`src/rtl/cm_pkg.sv`:
```
// Shared definitions for the counter-machine core: opcodes, ALU codes, decode bundle.
package cm_pkg;

    localparam int unsigned OP_W       = 3;
    localparam int unsigned ALU_W      = 3;
    // Bundle fields are sized for the widest supported configuration;
    // each stage slices the low bits it was built for.
    localparam int unsigned RA_MAX_W   = 8;
    localparam int unsigned DATA_MAX_W = 32;

    localparam logic [OP_W-1:0] OP_NOP  = 3'b000;
    localparam logic [OP_W-1:0] OP_CLR  = 3'b001;
    localparam logic [OP_W-1:0] OP_INC  = 3'b010;
    localparam logic [OP_W-1:0] OP_DEC  = 3'b011;
    localparam logic [OP_W-1:0] OP_CPY  = 3'b100;
    localparam logic [OP_W-1:0] OP_JMPZ = 3'b101;
    localparam logic [OP_W-1:0] OP_JMPE = 3'b110;
    localparam logic [OP_W-1:0] OP_HALT = 3'b111;

    localparam logic [ALU_W-1:0] ALU_CLR = 3'b000;
    localparam logic [ALU_W-1:0] ALU_INC = 3'b001;
    localparam logic [ALU_W-1:0] ALU_DEC = 3'b010;
    localparam logic [ALU_W-1:0] ALU_JZ  = 3'b011;
    localparam logic [ALU_W-1:0] ALU_CPY = 3'b100;
    localparam logic [ALU_W-1:0] ALU_JE  = 3'b101;

    typedef struct packed {
        logic [RA_MAX_W-1:0]   a_addr;
        logic [RA_MAX_W-1:0]   b_addr;
        logic [DATA_MAX_W-1:0] imm;
        logic [ALU_W-1:0]      alu_op;
        logic                  wb;
        logic                  jmp;
        logic                  halt;
        logic                  illegal;
    } dec_bundle_t;

endpackage

```
`src/rtl/decode_comb.sv`:
```
// Combinational instruction decoder: instr fields -> dec_bundle_t.
module decode_comb
    import cm_pkg::*;
#(
    parameter  int unsigned RA_W    = 1,
    parameter  int unsigned IMM_F_W = 3,
    parameter  int unsigned DATA_W  = 8,
    localparam int unsigned INSTR_W = 3 + 2*RA_W + IMM_F_W
) (
    input  logic [INSTR_W-1:0] instr,
    output dec_bundle_t        bundle_c
);

    localparam int unsigned JZ_W = RA_W + IMM_F_W;

    logic [OP_W-1:0]    op;
    logic [RA_W-1:0]    ra;
    logic [RA_W-1:0]    rb;
    logic [IMM_F_W-1:0] f;
    logic [JZ_W-1:0]    jz_off;
    logic [DATA_W-1:0]  imm_jz;
    logic [DATA_W-1:0]  imm_je;

    assign op     = instr[INSTR_W-1 -: 3];
    assign ra     = instr[INSTR_W-4 -: RA_W];
    assign rb     = instr[INSTR_W-4-RA_W -: RA_W];
    assign f      = instr[IMM_F_W-1:0];
    assign jz_off = {rb, f};
    assign imm_jz = DATA_W'($signed(jz_off));
    assign imm_je = DATA_W'($signed(f));

    // Opcode decode; fields an opcode does not use stay at zero.
    always_comb begin
        bundle_c = '0;
        case (op)
            OP_NOP: begin
                bundle_c.illegal = (|ra) || (|rb) || (|f);
            end
            OP_CLR, OP_INC, OP_DEC: begin
                bundle_c.a_addr  = RA_MAX_W'(ra);
                bundle_c.wb      = 1'b1;
                bundle_c.alu_op  = (op == OP_CLR) ? ALU_CLR :
                                   (op == OP_INC) ? ALU_INC : ALU_DEC;
                bundle_c.illegal = (|rb) || (|f);
            end
            OP_CPY: begin
                bundle_c.a_addr  = RA_MAX_W'(ra);
                bundle_c.b_addr  = RA_MAX_W'(rb);
                bundle_c.wb      = 1'b1;
                bundle_c.alu_op  = ALU_CPY;
                bundle_c.illegal = |f;
            end
            OP_JMPZ: begin
                bundle_c.a_addr = RA_MAX_W'(ra);
                bundle_c.jmp    = 1'b1;
                bundle_c.alu_op = ALU_JZ;
                bundle_c.imm    = DATA_MAX_W'(imm_jz);
            end
            OP_JMPE: begin
                bundle_c.a_addr = RA_MAX_W'(ra);
                bundle_c.b_addr = RA_MAX_W'(rb);
                bundle_c.jmp    = 1'b1;
                bundle_c.alu_op = ALU_JE;
                bundle_c.imm    = DATA_MAX_W'(imm_je);
            end
            OP_HALT: begin
                bundle_c.halt    = 1'b1;
                bundle_c.illegal = (|ra) || (|rb) || (|f);
            end
            default: ;
        endcase
    end

endmodule

```
`src/rtl/decode_stage.sv`:
```
// Registered decode stage: output register + one-entry skid, sticky halt, flush, issue counter.
module decode_stage
    import cm_pkg::*;
#(
    parameter  int unsigned RA_W    = 1,
    parameter  int unsigned IMM_F_W = 3,
    parameter  int unsigned DATA_W  = 8,
    parameter  int unsigned CNT_W   = 16,
    localparam int unsigned INSTR_W = 3 + 2*RA_W + IMM_F_W
) (
    input  logic               clk,
    input  logic               rst_n,
    input  logic               flush,
    input  logic               in_valid,
    output logic               in_ready,
    input  logic [INSTR_W-1:0] instr,
    output logic               out_valid,
    input  logic               out_ready,
    output logic [RA_W-1:0]    a_addr,
    output logic [RA_W-1:0]    b_addr,
    output logic [DATA_W-1:0]  imm,
    output logic [ALU_W-1:0]   alu_op,
    output logic               wb,
    output logic               jmp,
    output logic               halt,
    output logic               illegal,
    output logic [CNT_W-1:0]   issued
);

    dec_bundle_t      dec_c;
    dec_bundle_t      out_q, out_d;
    dec_bundle_t      skid_q, skid_d;
    logic             out_valid_d;
    logic             skid_valid_q, skid_valid_d;
    logic             halted_q, halted_d;
    logic             in_ready_d;
    logic [CNT_W-1:0] issued_d;
    logic             accept_c;
    logic             consume_c;
    logic             unused_hi;

    decode_comb #(
        .RA_W    (RA_W),
        .IMM_F_W (IMM_F_W),
        .DATA_W  (DATA_W)
    ) u_decode_comb (
        .instr    (instr),
        .bundle_c (dec_c)
    );

    assign accept_c  = in_valid && in_ready;
    assign consume_c = out_valid && out_ready;

    // Next-state for output slot, skid slot, halt flag, ready and issue count.
    always_comb begin
        out_d        = out_q;
        out_valid_d  = out_valid;
        skid_d       = skid_q;
        skid_valid_d = skid_valid_q;
        halted_d     = halted_q;
        issued_d     = issued;

        if (consume_c) begin
            issued_d = issued + CNT_W'(1);
        end

        if (flush) begin
            // Flush beats a same-cycle accept: that instruction is dropped.
            out_d        = '0;
            out_valid_d  = 1'b0;
            skid_d       = '0;
            skid_valid_d = 1'b0;
            halted_d     = 1'b0;
        end else begin
            if (consume_c || !out_valid) begin
                if (skid_valid_q) begin
                    out_d        = skid_q;
                    out_valid_d  = 1'b1;
                    skid_valid_d = 1'b0;
                end else if (accept_c) begin
                    out_d       = dec_c;
                    out_valid_d = 1'b1;
                end else begin
                    out_valid_d = 1'b0;
                end
            end else if (accept_c) begin
                skid_d       = dec_c;
                skid_valid_d = 1'b1;
            end
            if (accept_c && dec_c.halt) begin
                halted_d = 1'b1;
            end
        end

        in_ready_d = !skid_valid_d && !halted_d;
    end

    // State registers with synchronous active-low reset.
    always_ff @(posedge clk) begin
        if (!rst_n) begin
            out_q        <= '0;
            out_valid    <= 1'b0;
            skid_q       <= '0;
            skid_valid_q <= 1'b0;
            halted_q     <= 1'b0;
            in_ready     <= 1'b0;
            issued       <= '0;
        end else begin
            out_q        <= out_d;
            out_valid    <= out_valid_d;
            skid_q       <= skid_d;
            skid_valid_q <= skid_valid_d;
            halted_q     <= halted_d;
            in_ready     <= in_ready_d;
            issued       <= issued_d;
        end
    end

    assign a_addr  = out_q.a_addr[RA_W-1:0];
    assign b_addr  = out_q.b_addr[RA_W-1:0];
    assign imm     = out_q.imm[DATA_W-1:0];
    assign alu_op  = out_q.alu_op;
    assign wb      = out_q.wb;
    assign jmp     = out_q.jmp;
    assign halt    = out_q.halt;
    assign illegal = out_q.illegal;

    // Bundle bits above the configured widths are carried but never read.
    assign unused_hi = ^{out_q.a_addr, out_q.b_addr, out_q.imm};

endmodule

```
`config.mk`:
```
export PLATFORM = sky130hd
export DESIGN_NAME = decode_stage
export DESIGN_NICKNAME = d
export VERILOG_FILES = /design/src/rtl/cm_pkg.sv /design/src/rtl/decode_comb.sv /design/src/rtl/decode_stage.sv
export SDC_FILE = /design/constraint.sdc
export NUM_CORES = 1
export LEC_CHECK = 0
export ABC_AREA = 1
export CORE_UTILIZATION = 50
export CTS_CLUSTER_DIAMETER = 200
export DETAILED_ROUTE_END_ITERATION = 10
export PLACE_DENSITY = 0.83
export SLEW_MARGIN = 20
export SYNTH_ARGS = -nofsm -noshare
export SYNTH_HDL_FRONTEND = slang
export SYNTH_SLANG_ARGS = --single-unit
```
`constraint.sdc`:
```
create_clock -name clk -period 3.15 [get_ports clk]
set_input_delay 0.63 -clock clk [delete_from_list [all_inputs] [get_ports clk]]
set_output_delay 0.63 -clock clk [all_outputs]
set_load 0.005 [all_outputs]
```
==> results.txt, run 1 <==
Required time worst endpoint -> 3.39 ns
# IOs -> 48
Area after DPL -> 0.00260 mm²
Vias -> 2067
Setup CP Type -> primary input to register
Share of layout cells above drive strength 1 -> 6.07%
Post-synthesis mux area share -> 0%
DRT Pass-1 Iters -> 5
Synth Warn # -> 0
Post-Syn Area -> 0.00215 mm²
Clock transition at path regs -> 0.08 ns
Design area -> 0.00271 mm²
Initial antenna violation count -> 0
Outcome -> finished, final reports clean
Crit share post-route -> 65.9%
Register area -> 921 µm²
CTS max path bufs -> 2
Tightest Hold Check Type -> register to register
Vias in the first global route -> 1807
Worst-Skew Late Latency -> 0.30 ns
Die area -> 0.00457 mm²
Post-detail-place hpwl -> 3280 µm
First-pass GRT wire length -> 7520 µm
Grt total ovfl -> 0
#FFs+latches synth -> 46
Power Density -> 415 mW/mm²
Commonest non-fill, non-tap cell in the layout -> nand2_1
Synthesized Nets -> 319
Placed cells -> 388
CP max-delay cell -> clkdlybuf4s50_1
Post-CTS Resized -> 0
Clock skew -> 0.00873 ns
Final WS setup -> 1.07 ns
Hold buffers post-CTS -> 0
Main synth FF type -> dfxtp_1
Post-Synth Adder-Cell Area -> 1.16%
Deepest level of the CTS H-tree -> 2
Final RePlAce weighted congestion -> 0.881
Post-route antenna net violation count -> 0
Buffers on Ports -> 47
Final slew viol count -> 0
Commonest non-fill, non-tap cells in the layout -> nand2_1, clkdlybuf4s50_1, dfxtp_1
Layout area overhead -> 25.8%
Rows -> 23
CTS tree -> done
Final Non-Filler Cells -> 396
Total negative slack -> 0 ns
# setup viols final -> 0
Initial drt markers -> 209
Core Util, Final -> 66.8%
Area fraction in compound gates after synthesis -> 19.1%
Critical path, cell by cell -> clkdlybuf4s50_1 > inv_2 > nor2_4 > inv_1 > nor2_1 > o21ai_0 > inv_1
Mapped Cells -> 304
Crit-path most repeated cell -> inv_1
Post-CTS Setup Bufs -> 0
Antenna cell count -> 0
Clock buffer count from CTS -> 5
Xor and xnor fraction of the mapped netlist area -> 0%
DRC -> 0
Fillers -> 365
Root Buffer -> clkbuf_8
Largest net degree at the start of global routing -> 27
Final nets -> 360
Post-synthesis sequential area ratio -> 42.8%
Final Hold Vio Count -> 0
Main combinational cell family by area after synthesis -> simple AND/OR/NAND/NOR gates
Die X -> 67.6 µm
Ys async rst share -> 0%
Max frequency -> 0.481 GHz
Synth Area in Simple Gates -> 26.3%
Slew @ Worst Pin -> 0.519 ns
Total track usage -> 21.8%
Critical-path maximum fanout -> 26
Die Y -> 67.6 µm
Tmin final -> 2.08 ns
Max-cap violations -> 0
Drt wl/cell -> 11.4 µm
Slew HR -> 65.4%
Post-DR vias/cell -> 5.22
P_leak -> 1.12 nW
Critical Path Max Stage Delay -> 0.71 ns
Reg-to-reg setup timing slack -> 1.16 ns
Initial Util -> 53.1%
Area of the multi-input gates -> 0.00100 mm²
Crit start category -> primary input
Total routed wirelength -> 4520 µm
Dpl ws -> 0.781 ns
Post-synth EDFFs -> 0
Worst EP arrival -> 2.32 ns
CTS sink count -> 46
Unrepaired setup endpoints after global routing -> no
Worst VDD drop -> 0.246 mV
Worst Setup End Kind -> register
Core area -> 0.00406 mm²
Count of different cell masters after synthesis -> 30
Syn avg cell area -> 7.08 µm²
sequential cells by signal, indices dropped and copies added (netlist names):
name          cells
a_addr            1
alu_op            3
b_addr            1
halt              1
halted_q          1
illegal           1
imm               4
in_ready          1
issued           16
jmp               1
out_valid         1
skid_q           13
skid_valid_q      1
wb                1
synth_stat cells, types with 2 or more instances:
master     n  area share, %
a31oi_1    5            1.5
nor2_1    42            7.3
inv_1     36            6.3
nor2_2     2           0.58
ha_1       2            1.2
nand3_2    2           0.93
buf_4      5            1.7
nand4_1    7            2.0
buf_6      2            1.0
nand2_2    3           0.87
o21ai_0   31            7.2
inv_2      2           0.35
nor2_4     3            1.6
clkbuf_1   5           0.87
nand3_1    8            1.9
dfxtp_1   46             43
nor3_1     3           0.70
a21oi_1   38            8.8
nand2_1   51            8.9
metal layers:
layer / vias up / wire length (µm) / track usage [%]
li1: 1078 / - / -
met1: 915 / 2020 / 24.6
met2: 67 / 2190 / 39.4
met3: 7 / 252 / 4.56
met4: 0 / 60 / 8.78
met5: - / 0 / 0
metrics by stage:
stage / hold WS (ns) / power [mW]
finish: 0.459 / 1.12
global route: 0.522 / 1.17
CTS: 0.464 / 1.13
detailed placement: 0.445 / 0.709
global placement: 0.453 / 0.708
floorplan: 0.424 / 0.666
worst max-delay path: cells and delay by family:
family,cells,cell delay [ns]
AOI/OAI and AO/OA,1,0.08
buffers and inverters,4,1.09
and+or+nand+nor,2,0.52
worst paths after layout:
| path | startpoint | endpoint | depth (start not counted) |
|---|---|---|---|
| worst min-delay path | halted_q | halted_q | 2 |
| worst max register to register | skid_valid_q | halt | 6 |
| worst max-delay path | rst_n | skid_q[0] | 7 |
| worst min register to register | halted_q | halted_q | 2 |
where the power goes:
part	leakage [nW]	internal [mW]	total [mW]	switching, mW
Clock	0.0524	0.238	0.429	0.192
Sequential	0.372	0.589	0.594	0.00484
Combinational	0.699	0.0466	0.101	0.0548
Total	1.12	0.873	1.12	0.251
cell families after synthesis:
family,count (synthesis)
flip-flops,46
AO/OA/AOI/OAI,79
AND/OR/NAND/NOR,125
buffers and inverters,52
adder cells (fa/ha/maj),2
area by class of cell:
class	count	area share, %
Clock buffer	7	2.82
Clock inverter	1	1.11
Inverter	39	5.45
Multi-Input combinational cell	206	37.0
Sequential cell	46	34.0
Tap cell	50	2.31
Timing Repair Buffer	47	17.4
No activity file was read; power rests on OpenSTA's default activity.
==> run 2: changes to the inputs <==
==> constraint.sdc (replaced) <==
create_clock -name clk -period 1.93 [get_ports clk]
set_input_delay 0.386 -clock clk [delete_from_list [all_inputs] [get_ports clk]]
set_output_delay 0.386 -clock clk [all_outputs]
set_load 0.005 [all_outputs]
==> results.txt, run 2 (synthesis results as in run 1) <==
Unrepaired setup endpoints after global routing -> no
Clk pwr share -> 32.5%
Initial drt markers -> 165
Tmin final -> 1.65 ns
Sw Share -> 23.9%
Tightest Hold Check Type -> register to register
Final RePlAce weighted congestion -> 0.900
Worst VDD drop -> 0.480 mV
# setup viols final -> 0
Largest Register -> issued
Rows -> 23
Slew HR -> 78.0%
Commonest non-fill, non-tap cell in the layout -> nand2_1
Post-CTS Setup Bufs -> 0
Antenna cell count -> 0
Post-detail-place hpwl -> 3500 µm
Share of layout cells above drive strength 1 -> 7.93%
Total negative slack -> 0 ns
Logic gate share of total power -> 10.7%
Vias -> 2133
Drt wl/cell -> 12.2 µm
Root Buffer -> clkbuf_8
Setup crit start -> issued[5]
Power Density -> 620 mW/mm²
Max-cap violations -> 0
Critical path, cell by cell -> clkdlybuf4s50_1
Crit share post-route -> 85.3%
Grt total ovfl -> 0
RR Startpoint -> issued[1]
Outcome -> finished, final reports clean
Post-route antenna net violation count -> 0
Initial antenna violation count -> 0
Max reg flops -> 16
Final slew viol count -> 0
Top delay family on crit path -> buffers and inverters
Post-CTS Resized -> 0
Clock skew -> 0.00713 ns
# IOs -> 48
Total routed wirelength -> 4930 µm
Worst Setup End Kind -> primary output
Critical-path maximum fanout -> 6
CTS sink count -> 46
Vias in the first global route -> 1870
Required time worst endpoint -> 1.54 ns
Initial Util -> 53.1%
Buffers on Ports -> 47
Slew @ Worst Pin -> 0.327 ns
Worst-Skew Late Latency -> 0.30 ns
Worst hold path startpoint -> halted_q
Core area -> 0.00406 mm²
Die Y -> 67.6 µm
Commonest non-fill, non-tap cells in the layout -> nand2_1, clkdlybuf4s50_1, dfxtp_1
Final WS setup -> 0.284 ns
DRT Pass-1 Iters -> 4
Post-DR vias/cell -> 5.29
P_int -> 1.30 mW
Clock transition at path regs -> 0.08 ns
Total track usage -> 23.1%
Layout area overhead -> 27.8%
P_sw -> 408 µW
Largest net degree at the start of global routing -> 25
Setup CP Type -> register to primary output
Final Hold Vio Count -> 0
CP Buf/Inv Count -> 1
CP max-delay cell -> clkdlybuf4s50_1
DRC -> 0
CTS tree -> done
First-pass GRT wire length -> 7870 µm
Critical Path Max Stage Delay -> 0.54 ns
Crit start category -> register
Clock buffer count from CTS -> 5
Die X -> 67.6 µm
Deepest level of the CTS H-tree -> 2
CTS max path bufs -> 2
Final nets -> 368
Reg power frac -> 56.9%
Area after DPL -> 0.00268 mm²
Die area -> 0.00457 mm²
Worst EP arrival -> 1.26 ns
Design area -> 0.00275 mm²
Hold buffers post-CTS -> 0
P_leak -> 1.15 nW
Max frequency -> 0.608 GHz
WHS -> 0.457 ns
Dpl ws -> 0.0212 ns
-- run 2: cell types whose count changed in the layout (fill, tap and decap cells not counted) --
cell	delta
bufinv_16	-1
buf_4	+7
buf_12	+1
-- run 2: metal layers --
| metal | GRT usage [%] | up-vias | part of all wire [%] |
|---|---|---|---|
| li1 | - | 1088 | - |
| met1 | 26.2 | 947 | 43 |
| met2 | 38.7 | 85 | 47 |
| met3 | 5.91 | 13 | 7.5 |
| met4 | 13.3 | 0 | 2.3 |
| met5 | 0 | - | 0 |
-- run 2: through the flow --
step | power [mW] | utilization (%) | instances
finish | 1.71 | 67.8 | 403
global placement | 1.17 | 65.9 | 396
CTS | 1.71 | 67.8 | 403
global route | 1.78 | 67.8 | 403
floorplan | 1.09 | - | 304
detailed placement | 1.17 | 65.9 | 396
-- run 2: area by class of cell --
class	count	area, µm²
clock buffer	7	76.3
multi-input combinational	206	1000
timing repair buffer	55	543
inverter	39	148
tap	50	62.6
fill	356	1310
sequential	46	921
-- run 2: worst paths after layout --
check,endpoint,slack (ns),cells after the start
worst max-delay path,issued[5],0.28,1
worst min-delay path,halted_q,0.46,2
worst max register to register,issued[10],0.43,8
worst min register to register,halted_q,0.46,2
-- run 2: power groups by stage --
stage	Sequential, mW	Clock (mW)	Combinational (mW)
finish	0.970	0.554	0.182
global placement	0.992	0	0.176
detailed placement	0.992	0	0.179
CTS	0.970	0.562	0.180
floorplan	0.992	0	0.0947
global route	0.972	0.608	0.201
-- run 2: worst register-to-register path, delay by kind of cell, from the launching register on --
kind | cells | cell delay, ns
simple gates | 6 | 0.73
flops | 1 | 0.40
buf+inv | 1 | 0.07
fa+ha+maj | 1 | 0.18
